==> src/rtl/score_display_ctrl.sv <==
// score_display_ctrl
//   Owns the shared 4-digit seven-segment display. It converts the binary
//   score to BCD with a sequential shift-add-3 engine, multiplexes the four
//   digits from an internal prescaler, and picks what to show. Game-over
//   blink has the highest priority, then the "PAUS" message, then the live
//   score.
//
// Ports
//   clk          system clock
//   rst_n        synchronous active-low reset
//   score        binary score; values above 9999 are clamped to 9999
//   score_valid  single-cycle strobe that samples score
//   paused       level; show "PAUS"
//   gameover     level; blink the score
//   seg          active-low segments {dp, g..a}; dp is always off (1)
//   an           active-low digit enables; an[0] is the rightmost digit
//   busy         a conversion is in progress
module score_display_ctrl #(
  parameter int unsigned SCAN_DIV    = 100000,
  parameter int unsigned BLINK_TICKS = 250
) (
  input  logic        clk,
  input  logic        rst_n,
  input  logic [14:0] score,
  input  logic        score_valid,
  input  logic        paused,
  input  logic        gameover,
  output logic [7:0]  seg,
  output logic [3:0]  an,
  output logic        busy
);

  localparam int unsigned PW = (SCAN_DIV > 1) ? $clog2(SCAN_DIV) : 1;
  localparam int unsigned BW = $clog2(BLINK_TICKS + 1);
  localparam logic [PW-1:0] PRESC_MAX = PW'(SCAN_DIV - 1);
  localparam logic [BW-1:0] BLINK_MAX = BW'(BLINK_TICKS - 1);

  typedef enum logic [1:0] {
    S_IDLE,
    S_SHIFT,
    S_COMMIT
  } conv_state_e;

  // ---------------------------------------------------------------------
  // Binary to BCD converter
  // ---------------------------------------------------------------------
  conv_state_e state_q;
  logic [14:0] bin_q;
  logic [15:0] bcd_q;
  logic [3:0]  iter_q;
  logic        busy_q;
  logic        pend_q;
  logic [14:0] pend_val_q;
  logic [15:0] dig_q;       // committed digits {d3, d2, d1, d0}

  logic [15:0] bcd_adj;
  logic [30:0] sh_d;
  logic [15:0] bcd_d;
  logic [14:0] bin_d;

  function automatic logic [14:0] clamp(input logic [14:0] v);
    return (v > 15'd9999) ? 15'd9999 : v;
  endfunction

  // Nibble correction precedes the shift in the same cycle.
  always_comb begin
    bcd_adj = bcd_q;
    for (int unsigned n = 0; n < 4; n++) begin
      if (bcd_q[4*n +: 4] >= 4'd5) begin
        bcd_adj[4*n +: 4] = bcd_q[4*n +: 4] + 4'd3;
      end
    end
    sh_d  = {bcd_adj, bin_q} << 1;
    bcd_d = sh_d[30:15];
    bin_d = sh_d[14:0];
  end

  always_ff @(posedge clk) begin
    if (!rst_n) begin
      state_q    <= S_IDLE;
      bin_q      <= '0;
      bcd_q      <= '0;
      iter_q     <= '0;
      busy_q     <= 1'b0;
      pend_q     <= 1'b0;
      pend_val_q <= '0;
      dig_q      <= '0;
    end else begin
      // Any strobe while busy lands in the one-deep pending slot (latest wins).
      if (score_valid && busy_q) begin
        pend_q     <= 1'b1;
        pend_val_q <= score;
      end
      unique case (state_q)
        S_IDLE: begin
          // IDLE with busy still set is the restart edge after a commit
          // that found a pending value.
          if (busy_q) begin
            bin_q   <= clamp(pend_val_q);
            bcd_q   <= '0;
            iter_q  <= '0;
            state_q <= S_SHIFT;
          end else if (score_valid) begin
            bin_q   <= clamp(score);
            bcd_q   <= '0;
            iter_q  <= '0;
            busy_q  <= 1'b1;
            state_q <= S_SHIFT;
          end
        end
        S_SHIFT: begin
          bcd_q  <= bcd_d;
          bin_q  <= bin_d;
          iter_q <= iter_q + 4'd1;
          if (iter_q == 4'd14) begin
            state_q <= S_COMMIT;
          end
        end
        S_COMMIT: begin
          dig_q   <= bcd_q;
          state_q <= S_IDLE;
          // A strobe in this very cycle has already been written into
          // pend_val_q above; it is consumed by the restart edge.
          if (pend_q || score_valid) begin
            pend_q <= 1'b0;
          end else begin
            busy_q <= 1'b0;
          end
        end
        default: state_q <= S_IDLE;
      endcase
    end
  end

  // ---------------------------------------------------------------------
  // Scan scheduler and content selection
  // ---------------------------------------------------------------------
  logic [PW-1:0] presc_q;
  logic [1:0]    idx_q;
  logic [BW-1:0] blink_cnt_q;
  logic          phase_q;
  logic [3:0]    an_q;
  logic [7:0]    seg_q;

  logic          tick;
  logic [1:0]    idx_d;
  logic [3:0]    digit;
  logic          lead_zero;
  logic [3:0]    an_d;
  logic [7:0]    seg_d;
  logic [7:0]    score_seg;
  logic [7:0]    paus_seg;

  function automatic logic [7:0] seg7(input logic [3:0] d);
    case (d)
      4'd0:    return 8'hC0;
      4'd1:    return 8'hF9;
      4'd2:    return 8'hA4;
      4'd3:    return 8'hB0;
      4'd4:    return 8'h99;
      4'd5:    return 8'h92;
      4'd6:    return 8'h82;
      4'd7:    return 8'hF8;
      4'd8:    return 8'h80;
      4'd9:    return 8'h90;
      default: return 8'hFF;
    endcase
  endfunction

  assign tick = (presc_q == PRESC_MAX);

  always_comb begin
    idx_d = idx_q + 2'd1;
    digit = dig_q[{idx_d, 2'b00} +: 4];

    // Blank a digit when it and every digit above it are zero; digit 0 never blanks.
    lead_zero = (idx_d != 2'd0);
    for (int unsigned k = 0; k < 4; k++) begin
      if ((k >= 32'(idx_d)) && (dig_q[4*k +: 4] != 4'd0)) begin
        lead_zero = 1'b0;
      end
    end
    score_seg = lead_zero ? 8'hFF : seg7(digit);

    case (idx_d)
      2'd3:    paus_seg = 8'h8C;
      2'd2:    paus_seg = 8'h88;
      2'd1:    paus_seg = 8'hC1;
      default: paus_seg = 8'h92;
    endcase

    an_d  = ~(4'b0001 << idx_d);
    seg_d = score_seg;
    if (gameover && phase_q) begin
      an_d  = '1;
      seg_d = '1;
    end else if (!gameover && paused) begin
      seg_d = paus_seg;
    end
  end

  always_ff @(posedge clk) begin
    if (!rst_n) begin
      presc_q     <= '0;
      idx_q       <= '0;
      blink_cnt_q <= '0;
      phase_q     <= 1'b0;
      an_q        <= '1;
      seg_q       <= '1;
    end else begin
      presc_q <= tick ? '0 : presc_q + PW'(1);

      if (!gameover) begin
        blink_cnt_q <= '0;
        phase_q     <= 1'b0;
      end else if (tick) begin
        if (blink_cnt_q == BLINK_MAX) begin
          blink_cnt_q <= '0;
          phase_q     <= ~phase_q;
        end else begin
          blink_cnt_q <= blink_cnt_q + BW'(1);
        end
      end

      if (tick) begin
        idx_q <= idx_d;
        an_q  <= an_d;
        seg_q <= seg_d;
      end
    end
  end

  assign seg  = seg_q;
  assign an   = an_q;
  assign busy = busy_q;

endmodule

==> config.mk <==
export PLATFORM = sky130hd
export DESIGN_NAME = score_display_ctrl
export DESIGN_NICKNAME = d
export VERILOG_FILES = /design/src/rtl/score_display_ctrl.sv
export SDC_FILE = /design/constraint.sdc
export NUM_CORES = 1
export LEC_CHECK = 0
export ABC_AREA = 1
export CAP_MARGIN = 40
export CORE_UTILIZATION = 60
export CTS_CLUSTER_DIAMETER = 100
export DETAILED_ROUTE_END_ITERATION = 10
export PLACE_DENSITY = 0.83
export SLEW_MARGIN = 20
export SYNTH_ARGS = -nofsm -noshare
export SYNTH_HDL_FRONTEND = slang
export SYNTH_SLANG_ARGS = --single-unit
==> constraint.sdc <==
create_clock -name clk -period 2.17 [get_ports clk]
set_input_delay 0.217 -clock clk [delete_from_list [all_inputs] [get_ports clk]]
set_output_delay 0.217 -clock clk [all_outputs]
set_load 0.05 [all_outputs]
# --- After elaboration in Yosys (flattened, before gate mapping) ---
# Memories as Yosys holds them, arrays and structs flattened.
# Index checks and enable logic that the tools add are counted.
word_totals:
  input_bits: 20
  rom_bits: 112
  mem_count: 1
  reg_bits: 110
  latchBits: 0
  out_inout_bits: 13
  ram_bits: 0
  word_cells: 106
memory_table:
  columns: ["name", "depth", "width", "rd", "rd_ports_with_merged_regs", "write_ports", "line_no", "rtl"]
  rows:
  - ["(name not given)", 16, 7, 1, 0, 0, "155", "case (d)"]
op_classes:
  multipliers: 0
  mux: 36
  n_eq_ne: 11
  n_div: 0
  shift: 2
  n_bitwise: 3
  magnitude_cmp: 9
  n_reduce_logical: 22
  add_sub_neg: 8
ops:
  columns: ["cell", "n"]
  rows:
  - ["$mux 15", 4]
  - ["$mux 16", 2]
  - ["$mux 8", 4]
  - ["$pmux 16 s2", 1]
  - ["$gt 15x14->1 const B", 2]
  - ["$pmux 15 s2", 1]
  - ["$mux 4", 6]
  - ["$pmux 7 s3", 1]
  - ["$add 17x1->17 const B", 1]
  - ["$eq 17x17->1 const B", 1]
  - ["$ge 4x3->1 const B", 4]
  - ["$reduce_bool 4->1", 4]
  - ["$shiftx 16x5->4", 1]
  - ["$add 4x2->4 const B", 3]
  - ["$mux 1", 10]
  - ["$reduce_and 2->1", 5]
  - ["$add 8x1->8 const B", 1]
  - ["$eq 8x8->1 const B", 1]
  - ["$pmux 4 s2", 1]
  - ["$eq 2x2->1 const B", 3]
  - ["$logic_and 1x1->1", 6]
  - ["$mux 2", 3]
  - ["$reduce_bool 2->1", 3]
  - ["$add 4x1->4 const B", 1]
  - ["other kinds (18)", 22]

# --- Depth between registers and ports, before layout ---
# Gate-level depths: netlist (run 1).
depth:
  ltp_word: 10
  mapped_depth: 13
  ltp_nobuf: 13

# --- Worst setup path before layout (run 1) ---
# No wires, ideal clock.
synth_timing:
  path_type: "flip-flop to flip-flop"
  startpoint: "register idx_q[0]"
  endpoint: "register seg_q[5] (netlist: seg[5])"
  stages_incl_launch_ff: 12
  synth_period_minus_slack_ns: 1.999
  path_buffers: 0
  t_required_ns: 2.051
  setup_time_ns: 0.119
  slack_ns: 0.171
  arrival_time_ns: 1.880
  cell_sequence: "dfxtp_1 -> inv_2 -> ha_1 -> inv_1 -> nand3_1 -> nand2_1 -> inv_1 -> ha_1 -> o211ai_1 -> nand2_1 -> o21ai_0 -> nand2_1"
synth_between:
  elab_chain_len: 10
  elab_cells_between_ends: 17
  cone_classes: "add/sub: 1; order compare: 3; shift: 1; mux: 7; reduce/logical: 4; memory: 1"
synth_rtl:
  columns: ["item", "line_no", "rtl"]
  rows:
  - ["start, declared", "139", "logic [1:0] idx_q;"]
  - ["start signal, assigned", "226", "idx_q <= idx_d;"]
  - ["$add 2x1->2 (*)", "173", "idx_d = idx_q + 2'd1;"]
  - ["named net idx_d[0]", "146", "logic [1:0] idx_d;"]
  - ["branches (longest 6 deep; another with $mem_v2 16x7)", null, null]
  - ["$mux 8 (*)", "183", "score_seg = lead_zero ? 8'hFF : seg7(digit);"]
  - ["$mux 8 (*)", "197", "end else if (!gameover && paused) begin"]
  - ["$mux 8 (*)", "194", "if (gameover && phase_q) begin"]
  - ["end signal, assigned", "228", "seg_q <= seg_d;"]
  - ["end, declared", "143", "logic [7:0] seg_q;"]
# Mark *: on every way through the listed nets, which the timed path passes.
# A chain may end at the register's enable or synchronous reset.

# --- Final worst setup path (run 1) ---
layout_timing:
  startpoint: "register idx_q[1]"
  endpoint: "register seg_q[3] (netlist: seg[3])"
layout_between:
  elab_chain_len: 10
  elab_cells_between_ends: 21
  cone_classes: "add/sub: 1; order compare: 3; eq/ne: 3; shift: 1; mux: 8; reduce/logical: 4; memory: 1"
layout_rtl:
  columns: ["item", "line_no"]
  rows:
  - ["$add 2x1->2 (*)", "173"]
  - ["named net idx_d[1]", "146"]
  - ["branches (longest 7 deep; another with $mem_v2 16x7)", null]
  - ["$mux 8 (*)", "197"]
  - ["$mux 8 (*)", "194"]
# Marked as above.

==> results of run 1 <==
sequential cells by signal (all words and copies together), names as in the netlist:
signal	flops
an	4
bcd_q	16
bin_q	15
blink_cnt_q	8
busy	1
dig_q	16
idx_q	2
iter_q	4
pend_q	1
pend_val_q	15
phase_q	1
presc_q	17
seg	7
state_q	2
cell type report:
type / instances / area (µm²)
inverters: 96 / 362
fillers: 735 / 2640
well taps: 108 / 135
clock inverters: 5 / 83.8
repair buffers: 43 / 400
clock buffers: 11 / 141
multi-input cells: 568 / 2940
flip-flops and latches: 109 / 2180
metal layers:
layer | up-vias | track usage
li1 | 2649 | -
met1 | 2392 | 0.358
met2 | 137 | 0.457
met3 | 16 | 0.0482
met4 | 0 | 0.0792
met5 | - | 0
worst max-delay path: stages, from the launching register on:
cell and delay (ns):
dfxtp_2 0.38, inv_1 0.11, ha_4 0.30, inv_1 0.06, nand3_1 0.08, nand2_1 0.13
ha_1 0.31, inv_1 0.03, nor2_1 0.13, nor2_1 0.06, o21ai_0 0.17, a21oi_1 0.08
per-stage QoR:
step,instance area (µm²),instances,utilization,power [mW]
2_1_floorplan,5610,800,-,2.44
3_3_place_gp,6010,924,0.676,2.55
3_5_place_dp,6010,924,0.676,2.56
4_1_cts,6230,940,0.701,3.92
5_1_grt,6250,940,0.703,4.06
6_report,6250,940,0.703,3.90
power by group:
group          internal [mW]  switching (mW)
sequential              2.06          0.0375
clock                  0.684           0.695
combinational          0.153           0.270
cell usage in the layout, fill, tap and decap left out, types with 3 or more instances in the layout:
cell type	synthesis	final
inv_2	5	5
o22ai_1	9	9
nand3_1	48	48
xor2_1	11	11
nand2_1	158	157
nand2_2	2	3
a22oi_1	7	7
a21oi_1	90	90
dfxtp_1	109	108
nor2_4	3	3
buf_4	1	12
ha_1	25	24
clkdlybuf4s50_1	0	31
o21ai_0	64	64
nand4_1	8	8
or2_2	11	11
nor2_1	93	93
nor3_1	12	12
clkbuf_8	0	10
inv_1	88	88
logic make-up after synthesis:
family,Yosys count,share of synthesized area
compound gates,179,0.168
simple gates,350,0.277
buf+inv,123,0.0894
xor+xnor,13,0.0203
other cells,1,0.000668
fa+ha+maj,25,0.0557
flops,109,0.389
path summary, 6_finish.rpt:
path                            endpoint  slack (ns)  cells past startpoint
min reg2reg        presc_q[0]$_SDFF_PP0_        0.45                      1
max                  seg[3]$_SDFFE_PN1N_        0.22                     11
min          pend_val_q[10]$_SDFFE_PN0P_        0.43                      3
max reg2reg          seg[3]$_SDFFE_PN1N_        0.22                     11
==> reports/qor.yml, run 1 <==
floorplan:
  pin_count: 33
  die_h_um: 98.7
  design.die.area_um2: 9750
  die_width_um: 98.7
  coreArea_um2: 8890
  rows: 34
  initial_core_util: 0.631
grt:
  grt_max_degree: 35
  overflow: 0
  grt_pass1_vias: 4854
  antenna_found_initial: 0
  grt_usage: 0.272
  grt_pass1_wl_um: 21700
yosys:
  avgSynthCellArea_um2: 7.02
  postSynth.asyncResetShare: 0
  synth_flop_cell: "dfxtp_1"
  yosysSeqAreaShare: 0.389
  ys_ff_latch: 109
  yosysTopAreaCellShare: 0.389
  synth_commonest_cells: "158 x nand2_1, 109 x dfxtp_1, 93 x nor2_1, 90 x a21oi_1, 88 x inv_1"
  synth_edf_count: 0
  synth_area_um2: 5610
  syn_inst: 800
  synth_fp_nets: 845
  synth_warnings: 0
  synthTopCellsByArea: "dfxtp_1 39%, nand2_1 11%, a21oi_1 8.0%, nor2_1 6.2%, inv_1 5.9%"
  ys_types: 43
  synth.most_common_cell: "nand2_1"
  synth_top_area_cell: "dfxtp_1"
timing:
  drv_slew: 0
  period_needed_ns: 1.95
  rsz0062_at_grt: "false"
  finalCritPeriodShare: 0.899
  setup_viol: 0
  hold_viol_final: 0
  fin_skew_ns: 0.00706
  timing.hold.ws_ns: 0.432
  max_slew_margin: 0.643
  worst_pin_slew_ns: 0.535
  fin_tns_setup_ns: 0
  max_freq_mhz: 513
  setup_ws_ns: 0.220
setup_path:
  worstPathArrival_ns: 2.23
  r2r-start: "idx_q[1]$_SDFFE_PN0N_"
  critPathMaxFanout: 5
  critPathLaunchType: "register"
  path_class: "register to register"
  startpoint: "idx_q[1]$_SDFFE_PN0N_"
  cp.required_ns: 2.45
  end_kind: "register"
placement:
  hpwlAfterDp_um: 8890
  place_congestion: 0.882
  port_buffers: 31
  dp_slack_ns: 0.0982
clock_network:
  htreeDepth: 3
  cts_buffer_depth: 2
  clk_pin_slew_ns: 0.10
  cts_setup_buffers: 0
  cts_hold_repair.buffers: 0
  cts_resized: 0
  root_buffer: "clkbuf_8"
  numCtsBuffers: 9
  cts_tree: "yes"
  cts.sinks: 109
  clock_latency_ns: 0.38
routing:
  vias: 5194
  wl_met3_um: 647
  wl_met1_um: 5770
  drc_errors: 0
  wl_per_cell_um: 13.1
  ant_nets: 0
  met2_length_um: 5770
  vias_per_cell: 5.53
  wl_um: 12300
  drtPass1Iterations: 5
  drt_iter0_markers: 294
  top_layer_used: "met4"
pwr:
  powerDensity_nw_per_um2: 625
  power.leakage_nw: 2.41
  worst_ir_drop_vdd_v: 0.000505
min_path:
  worstHoldStart: "score[10]"
  worstHoldPathType: "input pin to register"
cells_and_area:
  final_net_count: 872
  drive_gt1_frac: 0.0745
  antenna_cells: 0
  area_growth_pct: 11.3
flow_run:
  drv_cap: 0
status:
  status: "finished, final reports clean"
Power figures use the tool's default switching activity.
==> inputs of run 2 (changes only) <==
--- a/config.mk
+++ b/config.mk
@@ -7,10 +7,12 @@
 export LEC_CHECK = 0
 export ABC_AREA = 1
 export CAP_MARGIN = 40
-export CORE_UTILIZATION = 60
+export CORE_UTILIZATION = 62
+export CTS_BUF_LIST = sky130_fd_sc_hd__clkbuf_4
 export CTS_CLUSTER_DIAMETER = 100
 export DETAILED_ROUTE_END_ITERATION = 10
-export PLACE_DENSITY = 0.83
+export HOLD_SLACK_MARGIN = 0.03
+export PLACE_DENSITY = 0.86
 export SLEW_MARGIN = 20
 export SYNTH_ARGS = -nofsm -noshare
 export SYNTH_HDL_FRONTEND = slang
==> run 2 against run 1 <==
Effect of this change: maximum frequency down 4.6%; core utilization up 0.21 points; flip-flop and latch count unchanged; hold slack worse by 0.088 ns; count of clock-buffer cells in the layout down 2; die area down 3.2%; clock skew up 0.014 ns; non-clock buffer count up 2; critical path depth unchanged; cell area down 1.1%; global-route usage down 1.1 points; critical endpoint unchanged; highest routed layer unchanged.
==> reports/qor.yml, run 2 (synthesized netlist as in run 1, its figures left out) <==
status:
  status: "finished, final reports clean"
floorplan:
  initial_core_util: 0.640
  coreArea_um2: 8760
  die_width_um: 97.1
  pin_count: 33
  design.die.area_um2: 9440
  rows: 34
  die_h_um: 97.1
placement:
  dpl_cell_area_um2: 6020
  hpwlAfterDp_um: 8790
  port_buffers: 31
  place_congestion: 0.958
  dp_slack_ns: 0.0777
  place_inst: 926
cells_and_area:
  largestRegisters: "presc_q: 17 flops, bcd_q: 16 flops, dig_q: 16 flops"
  final_net_count: 874
  antenna_cells: 0
  regMostFlops: "presc_q"
  design_area_um2: 6180
  final_common_cell: "nand2_1"
  largest_reg_flops: 17
  fin_cells: 942
  postLayoutCoreUtil: 0.705
  area_growth_pct: 10.1
  drive_gt1_frac: 0.0779
  final_cell_mix: "156 x nand2_1, 108 x dfxtp_1, 93 x nor2_1"
grt:
  grt_usage: 0.261
  overflow: 0
  grt_max_degree: 35
  antenna_found_initial: 0
  grt_pass1_wl_um: 20800
  grt_pass1_vias: 4935
setup_path:
  path_buf_inv: 3
  path_class: "register to register"
  cpMostUsedCell: "inv_1"
  critPathMaxStageDelay_ns: 0.40
  worst-r2r-setup-slack_ns: 0.12
  cp_top_family: "adder cells"
  critPathMaxFanout: 5
  worstPathArrival_ns: 2.39
  end_kind: "register"
  critPathSlowestCell: "dfxtp_2"
  cp_cell_sequence: "inv_1 > ha_1 > inv_1 > nand3_1 > nand2_2 > ha_1 > inv_1 > nor2_1 > nor2_1 > o21ai_0 > a21oi_1"
  critPathLaunchType: "register"
  cp.required_ns: 2.52
routing:
  vias: 5166
  vias_per_cell: 5.48
  drtPass1Iterations: 4
  drt_iter0_markers: 312
  wl_per_cell_um: 12.6
  drc_errors: 0
  wl_um: 11900
  ant_nets: 0
pwr:
  pwr-share-seq: 0.584
  power.leakage_nw: 2.40
  switchingPower_mw: 1.00
  intPower_mw: 2.59
  powerDensity_nw_per_um2: 583
  worst_ir_drop_vdd_v: 0.000491
  clkPwrFrac: 0.297
  power.share.combinational: 0.119
  swShare: 0.279
timing:
  fin_skew_ns: 0.0207
  finalCritPeriodShare: 0.942
  setup_viol: 0
  hold_viol_final: 0
  setup_ws_ns: 0.125
  max_slew_margin: 0.636
  max_freq_mhz: 489
  drv_slew: 0
  period_needed_ns: 2.05
  timing.hold.ws_ns: 0.344
  worst_pin_slew_ns: 0.544
flow_run:
  drv_cap: 0
clock_network:
  clock_latency_ns: 0.44
  cts.sinks: 109
  htreeDepth: 3
  cts_setup_buffers: 0
  root_buffer: "clkbuf_4"
  numCtsBuffers: 9
  clk_pin_slew_ns: 0.19
  cts_tree: "yes"
  cts_buffer_depth: 2
min_path:
  worstHoldPathType: "input pin to register"
==> run 2: cell count changes in the layout (fill, tap and decap cells not counted), moves of 2 or more <==
cell | previous run | this run
buf_4 | 12 | 14
o21ai_0 | 64 | 62
clkbuf_8 | 10 | 0
clkbuf_4 | 0 | 9
inv_6 | 0 | 2
clkinvlp_4 | 2 | 0
o21ai_1 | 1 | 3
==> run 2: what timing repair did <==
| action | CTS | global route |
|---|---|---|
| endpoints found under the setup margin | 0 | 4 |
| hold endpoints to repair | 0 | 0 |
| hold buffers | 0 | 0 |
| gates resized for setup | 0 | 5 |
==> run 2: power by group through the flow <==
| stage | registers (mW) | logic, mW | clock network (mW) |
|---|---|---|---|
| 2_1_floorplan | 2.14 | 0.293 | 0 |
| 3_3_place_gp | 2.14 | 0.407 | 0 |
| 3_5_place_dp | 2.15 | 0.422 | 0 |
| 4_1_cts | 2.10 | 0.423 | 1.09 |
| 5_1_grt | 2.11 | 0.481 | 1.17 |
| 6_report | 2.10 | 0.427 | 1.07 |
==> run 2: final cells by class <==
class	count	area [µm²]
Clock inverter	7	81.3
Multi-Input combinational cell	568	2930
Tap cell	108	135
Timing Repair Buffer	45	415
Clock buffer	9	67.6
Inverter	96	362
Sequential cell	109	2180
Fill cell	744	2580
==> run 2: worst register-to-register path, cell delays in order (launching register included) <==
cell and delay [ns]:
dfxtp_2 0.40, inv_1 0.09, ha_1 0.37, inv_1 0.10
nand3_1 0.12, nand2_2 0.11, ha_1 0.29, inv_1 0.04
nor2_1 0.14, nor2_1 0.06, o21ai_0 0.17, a21oi_1 0.08
==> run 2: worst paths after layout <==
kind / end / depth (start not counted) / start
worst min register to register: presc_q[0]$_SDFF_PP0_ / 1 / presc_q[0]$_SDFF_PP0_
worst min-delay path: pend_val_q[10]$_SDFFE_PN0P_ / 3 / score[10]
worst max register to register: seg[3]$_SDFFE_PN1N_ / 11 / idx_q[1]$_SDFFE_PN0N_
worst max-delay path: seg[3]$_SDFFE_PN1N_ / 11 / idx_q[1]$_SDFFE_PN0N_
==> run 2: layer usage <==
layer / up-vias / GRT usage / share of wire
li1: 2655 / - / -
met2: 131 / 0.461 / 0.48
met4: 0 / 0.0712 / 0.010
met5: - / 0 / 0
met1: 2366 / 0.336 / 0.46
met3: 14 / 0.0295 / 0.049
==> run 2: through the flow <==
step / power (mW) / setup TNS (ns)
floorplan: 2.44 / 0
CTS: 3.62 / 0
finish: 3.60 / 0
detailed placement: 2.57 / 0
global placement: 2.55 / 0
global route: 3.76 / -0.0383
==> inputs of run 3 (changes only) <==
--- a/config.mk
+++ b/config.mk
@@ -7,12 +7,14 @@
 export LEC_CHECK = 0
 export ABC_AREA = 1
 export CAP_MARGIN = 40
-export CORE_UTILIZATION = 62
+export CELL_PAD_IN_SITES_DETAIL_PLACEMENT = 0
+export CELL_PAD_IN_SITES_GLOBAL_PLACEMENT = 1
+export CORE_UTILIZATION = 45
 export CTS_BUF_LIST = sky130_fd_sc_hd__clkbuf_4
 export CTS_CLUSTER_DIAMETER = 100
 export DETAILED_ROUTE_END_ITERATION = 10
 export HOLD_SLACK_MARGIN = 0.03
-export PLACE_DENSITY = 0.86
+export PLACE_DENSITY = 0.85
 export SLEW_MARGIN = 20
 export SYNTH_ARGS = -nofsm -noshare
 export SYNTH_HDL_FRONTEND = slang
==> run 3 against run 2 <==
Effect of this change: count of clock-buffer cells in the layout unchanged; via count decreased by 2.3%; non-clock buffer count increased by 2; maximum frequency increased by 3.7%; die area increased by 37%; core utilization decreased by 19 points; wire length increased by 6.0%; cell area increased by 1.4%; first-iteration DRC count decreased by 21%; largest power group unchanged.
==> reports/qor.yml, run 3 (synthesized netlist as in run 1, its figures left out) <==
timing:
  drv_slew: 0
  fin_skew_ns: 0.0212
  hold_viol_final: 0
  rsz0062_at_grt: "false"
  worst_pin_slew_ns: 0.536
  setup_viol: 0
  max_slew_margin: 0.642
  max_freq_mhz: 507
  timing.hold.ws_ns: 0.358
  finalCritPeriodShare: 0.908
  period_needed_ns: 1.97
  fin_tns_setup_ns: 0
floorplan:
  coreArea_um2: 12100
  initial_core_util: 0.465
  die_width_um: 114
  design.die.area_um2: 12900
  rows: 40
  die_h_um: 114
  pin_count: 33
routing:
  vias_per_cell: 5.03
  wl_per_cell_um: 12.5
  drc_errors: 0
  wl_um: 12600
  drt_iter0_markers: 245
  drtPass1Iterations: 4
  ant_nets: 0
  vias: 5048
grt:
  grt_usage: 0.211
  antenna_found_initial: 0
  overflow: 0
  grt_pass1_vias: 4930
  grt_pass1_wl_um: 22100
  grt_max_degree: 36
clock_network:
  clock_latency_ns: 0.48
  cts_setup_buffers: 0
  cts.sinks: 109
  cts_hold_repair.buffers: 0
  numCtsBuffers: 9
  cts_tree: "yes"
  cts_buffer_depth: 2
  cts_resized: 0
  htreeDepth: 3
  root_buffer: "clkbuf_4"
  clk_pin_slew_ns: 0.17
cells_and_area:
  drive_gt1_frac: 0.0778
  multi_input_area_um2: 2940
  final_net_count: 876
  antenna_cells: 0
  regMostFlops: "presc_q"
  fill_cells: 1215
  largest_reg_flops: 17
  area_growth_pct: 11.6
  final_common_cell: "nand2_1"
  regArea_um2: 2180
  final_cell_mix: "157 x nand2_1, 108 x dfxtp_1, 93 x nor2_1"
  largestRegisters: "presc_q: 17 flops, bcd_q: 16 flops, dig_q: 16 flops"
min_path:
  worstHoldStart: "score[10]"
  worstHoldPathType: "input pin to register"
  hold_path_depth: 3
  whs_endpoint: "pend_val_q[10]$_SDFFE_PN0P_"
setup_path:
  critPathMaxStageDelay_ns: 0.86
  startpoint: "busy$_SDFFE_PN0P_"
  cp_top_family: "buffers and inverters"
  worst-r2r-setup-slack_ns: 0.21
  crit_cells: 1
  end_kind: "output port"
  r2r_end: "seg[3]$_SDFFE_PN1N_"
  path_class: "register to output port"
  cp.required_ns: 1.95
  path_buf_inv: 1
  critPathLaunchType: "register"
  r2r-start: "idx_q[1]$_SDFFE_PN0N_"
  critPathMaxFanout: 5
  r2r_cells: 11
  critPathSlowestCell: "clkdlybuf4s50_1"
  worstPathArrival_ns: 1.75
  cp_cell_sequence: "clkdlybuf4s50_1"
placement:
  place_congestion: 0.860
  port_buffers: 31
  hpwlAfterDp_um: 9210
pwr:
  worst_ir_drop_vdd_v: 0.000520
  powerDensity_nw_per_um2: 568
  power.leakage_nw: 2.39
flow_run:
  drv_cap: 0
status:
  status: "finished, final reports clean"
## run 3: worst max path at each step
stage | end | slack (ns)
finish | busy | 0.20
global route | seg[3]$_SDFFE_PN1N_ | 0.04
CTS | seg[3]$_SDFFE_PN1N_ | 0.04
detailed placement | seg[3]$_SDFFE_PN1N_ | 0.06
global placement | seg[5]$_SDFFE_PN1N_ | 0.18
floorplan | seg[5]$_SDFFE_PN1N_ | 0.17
## run 3: final cells by class
| class | instances | area share |
|---|---|---|
| Sequential cell | 109 | 0.349 |
| Clock inverter | 7 | 0.0106 |
| Multi-Input combinational cell | 568 | 0.470 |
| Timing Repair Buffer | 47 | 0.0687 |
| Inverter | 96 | 0.0577 |
| Clock buffer | 9 | 0.0108 |
| Tap cell | 168 | 0.0336 |
## run 3: where the power goes
part	total [mW]	switching (mW)	internal, mW
registers	2.10	0.0362	2.07
logic	0.435	0.275	0.160
clock network	1.02	0.674	0.344
## run 3: tightest hold or removal path: cells and delay by family
family          cells  cell delay [ns]
compound gates      1             0.08
buf+inv             2             0.52
## run 3: per-layer routing
| metal | vias to the layer above | track usage | wire length [µm] |
|---|---|---|---|
| li1 | 2658 | - | - |
| met2 | 64 | 0.373 | 6160 |
| met3 | 8 | 0.0563 | 435 |
| met1 | 2318 | 0.252 | 5880 |
| met5 | - | 0 | 0 |
| met4 | 0 | 0.0579 | 111 |
## run 3: stage by stage
stage          cells  power [mW]  instance area (µm²)   util  setup slack, ns
2_1_floorplan    800        2.44                 5610      -            0.171
3_3_place_gp     988        2.57                 6110  0.507            0.176
3_5_place_dp     988        2.58                 6110  0.507           0.0617
4_1_cts         1004        3.61                 6250  0.518           0.0404
5_1_grt         1004        3.76                 6260  0.519           0.0381
6_report        1004        3.56                 6260  0.519            0.199
